$ cat src/rtl/pq_mont_pkg.sv
// Shared types for the Montgomery multiplier: FSM state encoding and counter sizing.
package pq_mont_pkg;

    typedef enum logic [1:0] {
        IDLE,
        RUN,
        FIN,
        DONE
    } state_e;

    function automatic int cnt_bits(input int w);
        return (w > 2) ? $clog2(w) : 1;
    endfunction

endpackage

$ cat src/rtl/mont_step.sv
// One radix-2 Montgomery iteration: conditionally add op1, make even with q, halve.
module mont_step #(
    parameter int W = 32
) (
    input  logic [W+1:0] acc_i,
    input  logic         op0_bit_i,
    input  logic [W-1:0] op1_i,
    input  logic [W-1:0] q_i,
    output logic [W+1:0] acc_o
);

    logic [W+1:0] t_add;
    logic [W+1:0] t_red;

    // acc < 2q and op1, q < 2^(W-1) keep t below 2^(W+1), so W+2 bits never overflow
    always_comb begin
        t_add = acc_i + (op0_bit_i ? {2'b00, op1_i} : '0);
        t_red = t_add + (t_add[0] ? {2'b00, q_i} : '0);
        acc_o = t_red >> 1;
    end

endmodule

$ cat src/rtl/mont_mul_seq.sv
// Iterative radix-2 Montgomery multiplier, res = op0*op1*2^-W mod q, one op0 bit per cycle.
module mont_mul_seq
    import pq_mont_pkg::*;
#(
    parameter int DATA_WIDTH = 32
) (
    input  logic                  clk_i,
    input  logic                  rst_ni,
    input  logic                  clear_i,
    input  logic                  valid_i,
    output logic                  ready_o,
    input  logic [DATA_WIDTH-1:0] op0_i,
    input  logic [DATA_WIDTH-1:0] op1_i,
    input  logic [DATA_WIDTH-1:0] q_i,
    output logic                  valid_o,
    input  logic                  ready_i,
    output logic [DATA_WIDTH-1:0] res_o
);

    localparam int W  = DATA_WIDTH;
    localparam int CW = cnt_bits(W);
    localparam logic [CW-1:0] CNT_LAST = CW'(W - 1);

    state_e         state_q, state_d;
    logic [W-1:0]   op0_q, op0_d;
    logic [W-1:0]   op1_q, op1_d;
    logic [W-1:0]   q_q, q_d;
    logic [W+1:0]   acc_q, acc_d;
    logic [CW-1:0]  cnt_q, cnt_d;
    logic [W-1:0]   res_q, res_d;
    logic [W+1:0]   acc_step;
    logic [W+1:0]   q_ext;

    assign q_ext = {2'b00, q_q};

    mont_step #(
        .W(W)
    ) u_step (
        .acc_i    (acc_q),
        .op0_bit_i(op0_q[cnt_q]),
        .op1_i    (op1_q),
        .q_i      (q_q),
        .acc_o    (acc_step)
    );

    always_comb begin
        state_d = state_q;
        op0_d   = op0_q;
        op1_d   = op1_q;
        q_d     = q_q;
        acc_d   = acc_q;
        cnt_d   = cnt_q;
        res_d   = res_q;

        case (state_q)
            IDLE: begin
                if (valid_i) begin
                    op0_d   = op0_i;
                    op1_d   = op1_i;
                    q_d     = q_i;
                    acc_d   = '0;
                    cnt_d   = '0;
                    state_d = RUN;
                end
            end
            RUN: begin
                acc_d = acc_step;
                cnt_d = cnt_q + 1'b1;
                if (cnt_q == CNT_LAST) begin
                    state_d = FIN;
                end
            end
            FIN: begin
                // acc < 2q, so a single conditional subtract fully reduces
                res_d   = W'((acc_q >= q_ext) ? (acc_q - q_ext) : acc_q);
                state_d = DONE;
            end
            DONE: begin
                if (ready_i) begin
                    state_d = IDLE;
                end
            end
            default: begin
                state_d = IDLE;
            end
        endcase

        if (clear_i) begin
            state_d = IDLE;
            acc_d   = '0;
            cnt_d   = '0;
        end
    end

    always_ff @(posedge clk_i or negedge rst_ni) begin
        if (!rst_ni) begin
            state_q <= IDLE;
            op0_q   <= '0;
            op1_q   <= '0;
            q_q     <= '0;
            acc_q   <= '0;
            cnt_q   <= '0;
            res_q   <= '0;
        end else begin
            state_q <= state_d;
            op0_q   <= op0_d;
            op1_q   <= op1_d;
            q_q     <= q_d;
            acc_q   <= acc_d;
            cnt_q   <= cnt_d;
            res_q   <= res_d;
        end
    end

    assign ready_o = (state_q == IDLE);
    assign valid_o = (state_q == DONE);
    assign res_o   = res_q;

endmodule

$ cat config.mk
export PLATFORM = sky130hd
export DESIGN_NAME = mont_mul_seq
export DESIGN_NICKNAME = d
export VERILOG_FILES = /design/src/rtl/pq_mont_pkg.sv /design/src/rtl/mont_step.sv /design/src/rtl/mont_mul_seq.sv
export SDC_FILE = /design/constraint.sdc
export NUM_CORES = 1
export LEC_CHECK = 0
export BUFFER_PORTS_ARGS = -buffer_cell sky130_fd_sc_hd__buf_2
export CAP_MARGIN = 20
export CORE_MARGIN = 2
export CORE_UTILIZATION = 50
export CTS_CLUSTER_DIAMETER = 100
export DETAILED_ROUTE_END_ITERATION = 12
export PLACE_DENSITY = 0.68
export SLEW_MARGIN = 20
export SYNTH_ARGS = -nofsm -noshare
export SYNTH_HDL_FRONTEND = slang
export SYNTH_SLANG_ARGS = --single-unit
$ cat constraint.sdc
create_clock -name clk_i -period 7.2 [get_ports clk_i]
set_clock_uncertainty 0.05 [all_clocks]
set_input_delay 1.08 -clock clk_i [delete_from_list [all_inputs] [get_ports clk_i]]
set_output_delay 1.08 -clock clk_i [all_outputs]
set_load 0.05 [all_outputs]
==> impl_metrics.env <==
export IMPL_outcome="finished clean"
export IMPL_grtUsageTotal=0.248
export IMPL_worstSetupEndpointType="flip-flop"
export IMPL_die_h_um=161
export IMPL_worst_path_most_repeated_cell="a21oi_1"
export IMPL_whs_ps=427
export IMPL_path_clk_slew_ps=70
export IMPL_slew_viol_final=0
export IMPL_crit_path_max_incr_delay_ps=510
export IMPL_antenna_found_initial=5
export IMPL_synth_area_um2=12300
export IMPL_vias_per_cell=5.73
export IMPL_p_int_uw=3710
export IMPL_rr_endpoint="acc_q[32]"
export IMPL_r2r_cells=29
export IMPL_via_count=10300
export IMPL_maxCapViolCount=0
export IMPL_cts_sinks=168
export IMPL_p_sw_frac=0.483
export IMPL_cts_tree="yes"
export IMPL_setup_viol=0
export IMPL_rrSetupSlack_ps=620
export IMPL_cp_max_fo=9
export IMPL_synth_seq_area_share=0.342
export IMPL_grt_pass1_vias=9917
export IMPL_cts_buffers=17
export IMPL_vdd_drop_max_uv=406
export IMPL_startpoint_type="flip-flop"
export IMPL_fillCellCount=2228
export IMPL_leakage_uw=0.00664
export IMPL_crit_type="flip-flop to flip-flop"
export IMPL_wl_um=31400
export IMPL_p_switching_uw=3470
export IMPL_stdcell_count=1795
export IMPL_async_reset_ff_frac=1.00
export IMPL_drive_gt1_frac=0.212
export IMPL_hp_start="res_o[29]"
export IMPL_postCtsSetupRepairBufs=0
export IMPL_pwr_share_seq=0.244
export IMPL_syn_to_final_growth_pct=12.9
export IMPL_wl_per_cell_um=17.5
export IMPL_comb_power_share=0.628
export IMPL_grt_first_pass_wirelength_um=51400
export IMPL_dp_hpwl_um=24300
export IMPL_setup_tns_ps=0
export IMPL_p_clk_frac=0.127
export IMPL_drc=0
export IMPL_avgSynthCellArea_um2=9.22
export IMPL_reg2reg_from="cnt_q[0]"
export IMPL_ios=135
export IMPL_fp_dieW_um=161
export IMPL_num_rows=57
export IMPL_synth_seq_cells=168
export IMPL_finalCritPeriodShare=0.914
export IMPL_rsz0062_at_grt="false"
export IMPL_hold_class="flip-flop to flip-flop"
export IMPL_insertion_delay_ps=440
export IMPL_cp_required_ps=7450
export IMPL_hold_depth=1
export IMPL_holdPathEnd="res_o[29]"
export IMPL_start_util=0.507
export IMPL_hold_buffers=0
export IMPL_dieArea_um2=25900
export IMPL_fmax_mhz=152
export IMPL_root_buffer="clkbuf_16"
export IMPL_hold_viol_final=0
export IMPL_synth_fp_nets=1539
export IMPL_slew_headroom=0.370
export IMPL_tightest_slew_ps=944
export IMPL_cts_path_max_buffers=2
export IMPL_period_minus_slack_ps=6580
export IMPL_gp_congestion=0.917
export IMPL_syn_inst=1334
export IMPL_ys_flop_type="dfrtp_1"
export IMPL_dr_pass1_iters=5
export IMPL_cp_slowest_cell="mux4_2"
export IMPL_grt_max_degree=102
export IMPL_numPortBuffers=134
export IMPL_overflow=0
export IMPL_powerDensity_nw_per_um2=518
export IMPL_critPathArrivalTime_ps=6830
export IMPL_ys_warn_count=0
export IMPL_fin_util=0.572
export IMPL_h_tree_depth=4
export IMPL_synth_distinct_cells=74
export IMPL_drt_iter0_markers=576
export IMPL_total_power_uw=7180
export IMPL_dp_cells=1760
export IMPL_coreArea_um2=24200
export IMPL_synth_edff_count=0
export IMPL_ant_nets=0
export IMPL_nets=1660
## cell families after synthesis
| kind of cell | after synthesis | share of synthesized area |
|---|---|---|
| adders and majority gates | 104 | 0.108 |
| xor gates and xnor gates | 60 | 0.0427 |
| DFF | 168 | 0.342 |
| and+or+nand+nor | 408 | 0.164 |
| buffers and inverters | 108 | 0.0363 |
| muxes | 118 | 0.111 |
| AOI/OAI and AO/OA | 368 | 0.197 |
## cell usage after synthesis (all sizes together), types with 16 or more instances
cell type	n	area, um^2
a21o	40	300
ha	101	1260
o21ai	83	415
a31oi	34	213
mux2	102	1150
clkbuf	34	128
o21a	25	188
a211oi	22	178
and2	35	221
xor2	19	166
nand2b	16	100
dfrtp	168	4200
a21oi	79	399
nand2	121	454
inv	62	233
nand3	29	145
nor2b	47	294
nor2	89	334
xnor2	41	359
## sequential cells by signal, indices dropped and copies added (netlist names)
signal,cells
op1_q,32
op0_q,32
q_q,32
acc_q,33
res_o,32
cnt_q,5
state_q,2
## area by class of cell
type / instances / area (um^2) / area share
clock buffer: 17 / 425 / 0.0307
clock inverter: 15 / 150 / 0.0108
timing repair buffer: 148 / 782 / 0.0564
antenna: 3 / 7.51 / 0.000541
tap: 324 / 405 / 0.0292
inverter: 62 / 233 / 0.0168
sequential: 168 / 4200 / 0.303
multi-input combinational: 1058 / 7670 / 0.553
## critical path, delay by kind of cell, from the launching register on
kind                     cells  cell delay [ps]
AO/OA/AOI/OAI               17             3280
XOR/XNOR                     2              340
multiplexers                 1              510
adder cells (fa/ha/maj)      2              670
buffers and inverters        3              650
flip-flops                   1              460
AND/OR/NAND/NOR              4              460
## metrics by stage
step	instance area (um^2)	setup slack [ps]
final	13900	619
after global routing	13900	9.93
after CTS	13900	535
after detailed placement	13300	539
after global placement	13300	713
after floorplan	12300	559
## power by group through the flow
stage	Clock (uW)	Combinational, uW	Sequential [uW]
after floorplan	0	3290	1890
after global placement	0	4410	1750
after detailed placement	0	4480	1770
after CTS	934	4510	1750
after global routing	975	5000	1800
final	916	4510	1760
## layer usage
layer,vias to the layer above,part of all wire,track usage
met5,-,0.00089,0
met4,4,0.012,0.0536
met3,30,0.056,0.0367
met2,282,0.43,0.389
met1,4876,0.50,0.367
li1,5090,-,-
## how the worst max path moves through the flow
stage               slack (ps)         to  startpoint  cells after the start
CTS                        530  acc_q[32]    cnt_q[0]                     30
global route                10  acc_q[28]    cnt_q[0]                     28
finish                     620  acc_q[32]    cnt_q[0]                     29
global placement           710  acc_q[32]    cnt_q[0]                     30
detailed placement         540  acc_q[32]    cnt_q[0]                     30
floorplan                  560  acc_q[28]    cnt_q[0]                     32
## cells in the final DEF, fill, tap and decap left out, drive strengths merged, types with 16 or more instances in the layout
master | Yosys | layout
nand2b | 16 | 16
o21ai | 83 | 83
mux2 | 102 | 102
a21oi | 79 | 79
dfrtp | 168 | 168
inv | 62 | 72
nand2 | 121 | 121
nand3 | 29 | 29
xor2 | 19 | 19
a31oi | 34 | 34
xnor2 | 41 | 41
a21o | 40 | 40
a211oi | 22 | 22
nor2 | 89 | 89
buf | 12 | 148
o21a | 25 | 25
clkbuf | 34 | 17
ha | 101 | 101
and2 | 35 | 35
nor2b | 47 | 47
## timing repair
item	CTS	global route
hold endpoints to repair	0	0
resized for setup	0	1
setup endpoints to repair	0	2
Power figures use the tool's default switching activity.
